`config.mk`:
```
export PLATFORM = sky130hd
export DESIGN_NAME = uart_tx_serializer
export DESIGN_NICKNAME = d
export VERILOG_FILES = /design/src/rtl/uart_tx_serializer.sv
export SDC_FILE = /design/constraint.sdc
export NUM_CORES = 1
export LEC_CHECK = 0
export BUFFER_PORTS_ARGS = -buffer_cell sky130_fd_sc_hd__buf_2
export CORE_MARGIN = 1
export CORE_UTILIZATION = 40
export DETAILED_ROUTE_END_ITERATION = 10
export HOLD_SLACK_MARGIN = 0.02
export RECOVER_POWER = 100
export SYNTH_ARGS = -nofsm -noshare
export SYNTH_HDL_FRONTEND = slang
export SYNTH_SLANG_ARGS = --single-unit
```
`constraint.sdc`:
```
create_clock -name clk -period 3.4 [get_ports clk]
set_clock_uncertainty 0.1 [all_clocks]
set_input_delay 1.02 -clock clk [delete_from_list [all_inputs] [get_ports clk]]
set_output_delay 1.02 -clock clk [all_outputs]
set_load 0.02 [all_outputs]
```
`src/rtl/uart_tx_serializer.sv`:
```
// 16550-style transmit path: holding FIFO, LCR-driven frame formatter and serializer.
// Bit timing comes from the external 16x baud-tick pulse.
module uart_tx_serializer #(
    parameter int unsigned PDATA_WIDTH = 8,
    parameter int unsigned FIFO_DEPTH  = 16,
    parameter int unsigned CNT_W       = 5
) (
    input  logic                   clk,
    input  logic                   reset,
    input  logic                   baud_tick_16x,
    input  logic [PDATA_WIDTH-1:0] lcr,
    input  logic                   fifo_en,
    input  logic                   fifo_clr,
    input  logic [PDATA_WIDTH-1:0] thr_wdata,
    input  logic                   thr_wr,
    output logic                   txd,
    output logic                   thre,
    output logic                   temt,
    output logic [CNT_W-1:0]       tx_fifo_count,
    output logic                   tx_overrun
);

    localparam int unsigned PtrW = $clog2(FIFO_DEPTH);

    typedef enum logic [2:0] {
        StIdle,
        StStart,
        StData,
        StParity,
        StStop
    } state_e;

    // FIFO storage and bookkeeping
    logic [PDATA_WIDTH-1:0] mem_q [FIFO_DEPTH];
    logic [PtrW-1:0]        wr_ptr_q, wr_ptr_d;
    logic [PtrW-1:0]        rd_ptr_q, rd_ptr_d;
    logic [CNT_W-1:0]       count_q, count_d;
    logic                   fifo_en_q;
    logic                   overrun_q, overrun_d;
    logic                   thre_q, thre_d;
    logic                   temt_q, temt_d;

    // Serializer state
    state_e                 state_q, state_d;
    logic [3:0]             tick_cnt_q, tick_cnt_d;
    logic [2:0]             bit_cnt_q, bit_cnt_d;
    logic [PDATA_WIDTH-1:0] shift_q, shift_d;
    logic [3:0]             frame_cfg_q, frame_cfg_d;
    logic                   par_q, par_d;

    logic                   flush;
    logic                   fifo_empty;
    logic                   eff_full;
    logic                   push;
    logic                   pop;
    logic                   tick_last;
    logic                   stop_done;
    logic [2:0]             last_bit;
    logic                   txd_fsm;
    logic [PDATA_WIDTH-1:0] head;
    logic [PDATA_WIDTH-1:0] head_masked;
    logic                   unused_lcr;

    assign unused_lcr = lcr[PDATA_WIDTH-1];

    // A change of fifo_en empties the FIFO just like an explicit clear.
    assign flush      = fifo_clr | (fifo_en ^ fifo_en_q);
    assign fifo_empty = (count_q == '0);
    assign eff_full   = fifo_en ? (count_q == CNT_W'(FIFO_DEPTH)) : !fifo_empty;
    assign tick_last  = (tick_cnt_q == 4'd15);
    assign last_bit   = 3'd4 + {1'b0, frame_cfg_q[1:0]};

    always_comb begin
        head = mem_q[rd_ptr_q];
        for (int i = 0; i < PDATA_WIDTH; i++) begin
            head_masked[i] = head[i] & (i < 5 + int'(lcr[1:0]));
        end
    end

    // STOP length in ticks: 16, or 24/32 with STB set; bit_cnt counts 16-tick halves here.
    always_comb begin
        if (!frame_cfg_q[2]) begin
            stop_done = tick_last;
        end else if (frame_cfg_q[1:0] == 2'b00) begin
            stop_done = bit_cnt_q[0] && (tick_cnt_q == 4'd7);
        end else begin
            stop_done = bit_cnt_q[0] && tick_last;
        end
    end

    always_comb begin
        state_d     = state_q;
        tick_cnt_d  = tick_cnt_q;
        bit_cnt_d   = bit_cnt_q;
        shift_d     = shift_q;
        frame_cfg_d = frame_cfg_q;
        par_d       = par_q;
        pop         = 1'b0;

        if (baud_tick_16x) begin
            tick_cnt_d = tick_cnt_q + 4'd1;
            case (state_q)
                StIdle: begin
                    tick_cnt_d = '0;
                    pop        = !fifo_empty;
                end
                StStart: begin
                    if (tick_last) begin
                        state_d    = StData;
                        tick_cnt_d = '0;
                        bit_cnt_d  = '0;
                    end
                end
                StData: begin
                    if (tick_last) begin
                        tick_cnt_d = '0;
                        if (bit_cnt_q == last_bit) begin
                            state_d   = frame_cfg_q[3] ? StParity : StStop;
                            bit_cnt_d = '0;
                        end else begin
                            bit_cnt_d = bit_cnt_q + 3'd1;
                            shift_d   = shift_q >> 1;
                        end
                    end
                end
                StParity: begin
                    if (tick_last) begin
                        state_d    = StStop;
                        tick_cnt_d = '0;
                        bit_cnt_d  = '0;
                    end
                end
                StStop: begin
                    if (stop_done) begin
                        state_d    = StIdle;
                        tick_cnt_d = '0;
                        bit_cnt_d  = '0;
                        pop        = !fifo_empty;
                    end else if (tick_last) begin
                        bit_cnt_d = bit_cnt_q + 3'd1;
                    end
                end
                default: begin
                    state_d    = StIdle;
                    tick_cnt_d = '0;
                    bit_cnt_d  = '0;
                end
            endcase
        end

        // Frame format and parity are captured at pop so later LCR writes cannot disturb it.
        if (pop) begin
            state_d     = StStart;
            tick_cnt_d  = '0;
            bit_cnt_d   = '0;
            shift_d     = head_masked;
            frame_cfg_d = lcr[3:0];
            par_d       = lcr[5] ? !lcr[4] : (lcr[4] ? ^head_masked : !(^head_masked));
        end
    end

    always_comb begin
        push      = thr_wr && !flush && (!eff_full || pop);
        overrun_d = thr_wr && !flush && eff_full && !pop;
        wr_ptr_d  = push ? wr_ptr_q + PtrW'(1) : wr_ptr_q;
        rd_ptr_d  = pop ? rd_ptr_q + PtrW'(1) : rd_ptr_q;
        count_d   = count_q;
        unique case ({push, pop})
            2'b10:   count_d = count_q + CNT_W'(1);
            2'b01:   count_d = count_q - CNT_W'(1);
            default: count_d = count_q;
        endcase
        if (flush) begin
            wr_ptr_d = '0;
            rd_ptr_d = '0;
            count_d  = '0;
        end
        thre_d = fifo_empty;
        temt_d = fifo_empty && (state_q == StIdle);
    end

    always_comb begin
        case (state_q)
            StStart:  txd_fsm = 1'b0;
            StData:   txd_fsm = shift_q[0];
            StParity: txd_fsm = par_q;
            default:  txd_fsm = 1'b1;
        endcase
    end

    always_ff @(posedge clk) begin
        if (reset) begin
            state_q     <= StIdle;
            tick_cnt_q  <= '0;
            bit_cnt_q   <= '0;
            shift_q     <= '0;
            frame_cfg_q <= '0;
            par_q       <= 1'b0;
            wr_ptr_q    <= '0;
            rd_ptr_q    <= '0;
            count_q     <= '0;
            overrun_q   <= 1'b0;
            thre_q      <= 1'b1;
            temt_q      <= 1'b1;
        end else begin
            state_q     <= state_d;
            tick_cnt_q  <= tick_cnt_d;
            bit_cnt_q   <= bit_cnt_d;
            shift_q     <= shift_d;
            frame_cfg_q <= frame_cfg_d;
            par_q       <= par_d;
            wr_ptr_q    <= wr_ptr_d;
            rd_ptr_q    <= rd_ptr_d;
            count_q     <= count_d;
            overrun_q   <= overrun_d;
            thre_q      <= thre_d;
            temt_q      <= temt_d;
        end
    end

    // Tracks the mode even through reset so leaving reset never looks like a mode change.
    always_ff @(posedge clk) begin
        fifo_en_q <= fifo_en;
    end

    always_ff @(posedge clk) begin
        if (!reset && push) begin
            mem_q[wr_ptr_q] <= thr_wdata;
        end
    end

    // Break overrides the line from the live LCR without stopping the serializer.
    assign txd           = lcr[6] ? 1'b0 : txd_fsm;
    assign thre          = thre_q;
    assign temt          = temt_q;
    assign tx_fifo_count = count_q;
    assign tx_overrun    = overrun_q;

endmodule

```
Word-level counts from Yosys, hierarchy flattened
Memory sizes are Yosys's and may differ from the RTL's. A register that Yosys moved wholly into a read port is not among the register bits.
Index checks and enable logic that the tools add are counted.

word-level totals
  register bits after elaboration = 40
  bits in latches = 0
  RAM bits = 128
  memory bits (read-only) = 0
  bits of input ports = 22
  output and inout port bits = 9
  word-level logic and storage cells = 136
  memories kept = 1

operators by class
  add/subtract/negate cells = 8
  $mul = 0
  divide/modulo/power cells = 0
  $lt $le $gt $ge = 8
  equal/unequal tests = 24
  shift operators = 0
  mux-type cells = 38
  bitwise gates (word level) = 11
  reductions and logical operators = 32

memory list
  name   words  bits a word  rd ports  clocked after memory_dff  write ports  RTL line  RTL
  mem_q  16     8            1         1                         1            34        logic [PDATA_WIDTH-1:0] mem_q [FIFO_DEPTH];

operator list
  kind                 count
  $lt 4x32->1 const A  3
  $lt 3x32->1 const A  2
  $mux 8               5
  $mux 3               11
  $lt 1x32->1 const A  1
  $lt 2x32->1 const A  1
  $ne 3x3->1 const B   6
  $mux 4               4
  $pmux 3 s5           1
  $ne 2x2->1 const B   7
  $reduce_and 7->1     2
  $add 4x1->4 const B  3
  $mux 1               12
  $pmux 3 s4           1
  $pmux 5 s2           1
  $and 1x1->1          8
  $logic_and 1x1->1    8
  $pmux 4 s2           1
  $reduce_bool 2->1    4
  $reduce_xor 8->1     1
  $logic_not 1->1      7
  $eq 3x2->1 const B   2
  $reduce_or 2->1      3
  $add 5x1->5 const B  1
  other kinds (26)     26

Depth between registers and ports, before layout
  word-level depth = 12
  depth in mapped cells = 12
  mapped depth without buffers = 11

Least setup slack after synthesis
No wires, ideal clock.

  path kind = input-to-reg
  start point = in baud_tick_16x
  end point = mem mem_q[6][0], enable pin
  library setup time = 398 ps
  arrival time = 2815 ps
  required time = 2902 ps
  path slack = 88 ps
  cell stages on the path = 6
  path buffers = 2
  cell sequence = and3_1 > clkbuf_1 > a21oi_1 > or2_1 > buf_2 > nor4b_1

on the way
  word-level cells in the longest chain between the ends = 6

ends and longest elaborated chain
  element                       RTL line  RTL
  start: declaration            10        input logic baud_tick_16x,
  $mux 1                        100       if (baud_tick_16x) begin
  $logic_or 1x1->1              163       push = thr_wr && !flush && (!eff_full || pop);
  $logic_and 1x1->1             163
  $logic_and 1x1->1             227       if (!reset && push) begin
  $mux 1                        227
  $mux 1 (implied by the code)  228       mem_q[wr_ptr_q] <= thr_wdata;
  end: declaration              34

No other way between the ends.

Worst setup path after layout
  start point = reg tick_cnt_q[0]
  end point = mem mem_q[0][7], enable pin

on the way
  word-level cells in the longest chain between the ends = 12
  elaborated cells on any way between the ends = 14
  those cells by class = eq/ne (2); mux (7); reduce/logical (5)

ends and longest elaborated chain
  element                                          RTL line  RTL
  start: declaration                               45        logic [3:0] tick_cnt_q, tick_cnt_d;
  start signal: assignment                         207       tick_cnt_q <= tick_cnt_d;
  $eq 4x4->1 / $eq 4x3->1 (equally long branches)  70, 85
  $logic_and 1x1->1 (on tied branches)             87, 85
  $mux 1                                           84        end else if (frame_cfg_q[1:0] == 2'b00) begin
  $mux 1 *                                         82        if (!frame_cfg_q[2]) begin
  $mux 1 *                                         134       if (stop_done) begin
  $pmux 1 s2 *                                     102       case (state_q)
  $mux 1 *                                         100
  $logic_or 1x1->1 *                               163
  $logic_and 1x1->1 *                              163
  $logic_and 1x1->1 *                              227
  $mux 1 *                                         227
  $mux 1 (implied by the code) *                   228

Every way passes the cells marked *; elsewhere a longest branch is shown, timed or not.

==> results_dict.tcl <==
set metrics [dict create \
    cts_made_buffers 17 \
    grt_overflow_total 0 \
    vias 4287 \
    fmax_ghz 0.3176 \
    holdPathEnd "shift_q[0]" \
    diodes 0 \
    first_pass_iters 4 \
    insertion_delay_ns 0.42 \
    synth_compound_area_share_pct 6.264 \
    cts_sinks 172 \
    yosys.area_share.simple_pct 10.15 \
    crit_path_start "tick_cnt_q[0]" \
    dp_hpwl_um 9939 \
    power_density_nw_per_um2 505.5 \
    ys_seq_area_share_pct 65.52 \
    r2r_slack_ns 0.25 \
    crit_fanout 12 \
    die_w_um 136.3 \
    start_util_pct 41.26 \
    max-vdd-ir-drop_mv 0.3641 \
    grt.total_usage_pct 17.32 \
    outcome "finished, final reports clean" \
    wl_met3_um 606 \
    cp.required_ns 3.35 \
    synthAdderAreaFrac_pct 2.013 \
    viasPerCell 5.345 \
    grt_pass1_wl_um 23540 \
    synth-xor-area-share_pct 2.620 \
    drc 0 \
    drv_slew 0 \
    postSynth.asyncResetShare_pct 0 \
    final_hold_viol_count 0 \
    cts_setup_buffers 0 \
    min_period_ns 3.149 \
    rsz0062_at_grt "false" \
    relSlewSlack_pct 30.22 \
    cts_resized 0 \
    ctsHtreeMaxLevel 4 \
    grt_max_degree 28 \
    syn_nets 542 \
    max-cap-violations 0 \
    synth_ff_type "edfxtp_1" \
    post-route-period-util_pct 92.61 \
    cts.path.max_buffers 2 \
    drive_above_1_share_pct 15.77 \
    antenna_left 0 \
    worst_ep_arrival_time_ns 3.10 \
    wl_met1_um 6548 \
    yosys_warnings 0 \
    setup_violations 0 \
    dr_wl_met2_um 7295 \
    synth_seq_cells 172 \
    reg2reg_depth 8 \
    min_path_cells 2 \
    wl_per_cell_um 18.22 \
    grt_pass1_vias 4342 \
    critical_path_class "reg -> reg" \
    pin_count 31 \
    gp_congestion 0.7939 \
    synth_top_family_by_area "multiplexers" \
    muxShareOfSynthArea_pct 11.42 \
    syn_area_um2 7211 \
    top_layer "met4" \
    synth_edf_count 128 \
    regToRegStartpoint "tick_cnt_q[0]" \
    leakagePower_nw 2.673 \
    min_path_type "reg -> reg" \
    drtIter0Drc 351 \
    fp.dieArea_um2 18570 \
    avgSynthCellArea_um2 14.17 \
    clk_pin_slew_ns 0.06 \
    root_buffer "clkbuf_16" \
    cp-start-kind "flip-flop" \
    finalPower_mw 4.163 \
    tritoncts "built" \
    synth_cell_type_count 44 \
    rows 48 \
    min_from "shift_q[0]" \
    cts_hold_buffers 0 \
    drt-total-wl_um 14610 \
    worstSetupEndpointType "flip-flop" \
    final_nets 597 \
    worst_pin_slew_ns 1.046 \
    die_h_um 136.3 \
    core_area_um2 17480 \
    timing.rr.end "mem_q[0][7]" \
    setup-tns-final_ns 0 \
    portBuffers 29 \
    synth_cells 509 \
    area_growth_syn_to_layout_pct 14.21 \
    antenna_found_initial 0 \
]
layout by cell type, fill, tap and decap left out, types with 4 or more instances in the layout:
cell / netlist / final
nand2b_1: 7 / 7
clkbuf_2: 0 / 14
buf_2: 8 / 11
xor2_1: 4 / 4
dfxtp_1: 44 / 43
a21oi_1: 27 / 27
a211oi_1: 6 / 6
a22oi_1: 18 / 18
nor2_1: 34 / 34
inv_1: 12 / 12
o21ai_0: 7 / 9
mux2i_1: 26 / 26
buf_4: 1 / 9
nand3_1: 22 / 22
nor2b_1: 4 / 4
mux4_2: 24 / 24
nor4b_1: 5 / 5
edfxtp_1: 128 / 128
nand2_1: 43 / 43
clkbuf_1: 11 / 22
nor3_1: 11 / 11
clkinv_1: 0 / 4
nor4_1: 4 / 4
xnor2_1: 15 / 15
clkbuf_16: 0 / 17
ha_1: 10 / 10
routing by layer:
layer	vias up	track usage, %
met5	-	0
met4	0	5.617
met3	17	3.579
met2	82	28.26
met1	2146	23.05
li1	2042	-
flip-flops by register name, summed over array words and instances, names as in the netlist, 3 cells and up, named ones only:
name	count
mem_q	128
shift_q	8
bit_cnt_q	3
frame_cfg_q	4
wr_ptr_q	4
tx_fifo_count	5
tick_cnt_q	4
state_q	3
rd_ptr_q	4
cells in the mapped netlist, drive strengths merged (4+ instances only):
cell    number  share of area [%]
dfxtp       44                 12
edfxtp     128                 53
a21oi       27                1.9
clkbuf      11               0.57
xor2         4               0.49
inv         12               0.62
a211oi       6               0.62
o21ai        9               0.62
nor4         5               0.52
nor2        34                1.8
a22oi       18                1.9
nand2       43                2.2
nor4b        5               0.61
mux2i       26                3.6
nor2b        4               0.35
nand3       22                1.5
xnor2       15                1.8
mux4        24                7.5
nor3        11               0.76
buf         10               0.82
ha          10                1.7
nand2b       7               0.61
how the worst max path moves through the flow:
stage                  endpoint  cells after the start
2_1_floorplan       mem_q[6][0]                      6
3_3_place_gp   tx_fifo_count[4]                     12
3_5_place_dp   tx_fifo_count[4]                     12
4_1_cts                   par_q                      8
5_1_grt                   par_q                      8
6_report            mem_q[0][7]                      8
worst max-delay path, stage by stage (launching register included):
cell	delay (ns)
dfxtp_1	0.38
ha_1	0.27
o211ai_1	0.17
o21ai_0	0.29
clkbuf_1	0.23
a21oi_1	0.17
or2_1	0.40
nor4_1	0.30
clkbuf_1	0.48
report_power, final:
part	switching, mW	leakage (nW)	internal [mW]
Sequential	0.00444	1.51	2.26
Clock	0.790	0.260	1.00
Combinational	0.0728	0.907	0.0351
layout make-up:
type / instances / area [um^2]
inverters: 12 / 45.04
clock inverters: 15 / 121.4
well taps: 225 / 281.5
repair buffers: 57 / 295.3
multi-input cells: 304 / 2341
clock buffers: 17 / 425.4
fillers: 1527 / 9241
flip-flops and latches: 172 / 4726
cell families (layout without fill, tap and decap cells):
kind of cell	Yosys count	in the layout
AO/OA/AOI/OAI	71	71
XOR/XNOR	20	20
adder cells (fa/ha/maj)	11	11
buffers and inverters	33	101
flip-flops	172	172
multiplexers	52	52
AND/OR/NAND/NOR	150	150
through the flow:
stage / hold slack, ns / setup slack [ns] / area (um^2) / cells / utilization [%]
CTS: 0.3653 / 0.2308 / 8346 / 802 / 47.75
global placement: 0.3443 / 0.2440 / 7799 / 770 / 44.62
detailed placement: 0.3546 / 0.2260 / 7799 / 770 / 44.62
finish: 0.3599 / 0.2514 / 8235 / 802 / 47.12
floorplan: 0.3316 / 0.08755 / 7211 / 509 / -
global route: 0.3782 / 0.04599 / 8235 / 802 / 47.12
No activity file was read; power rests on OpenSTA's default activity.
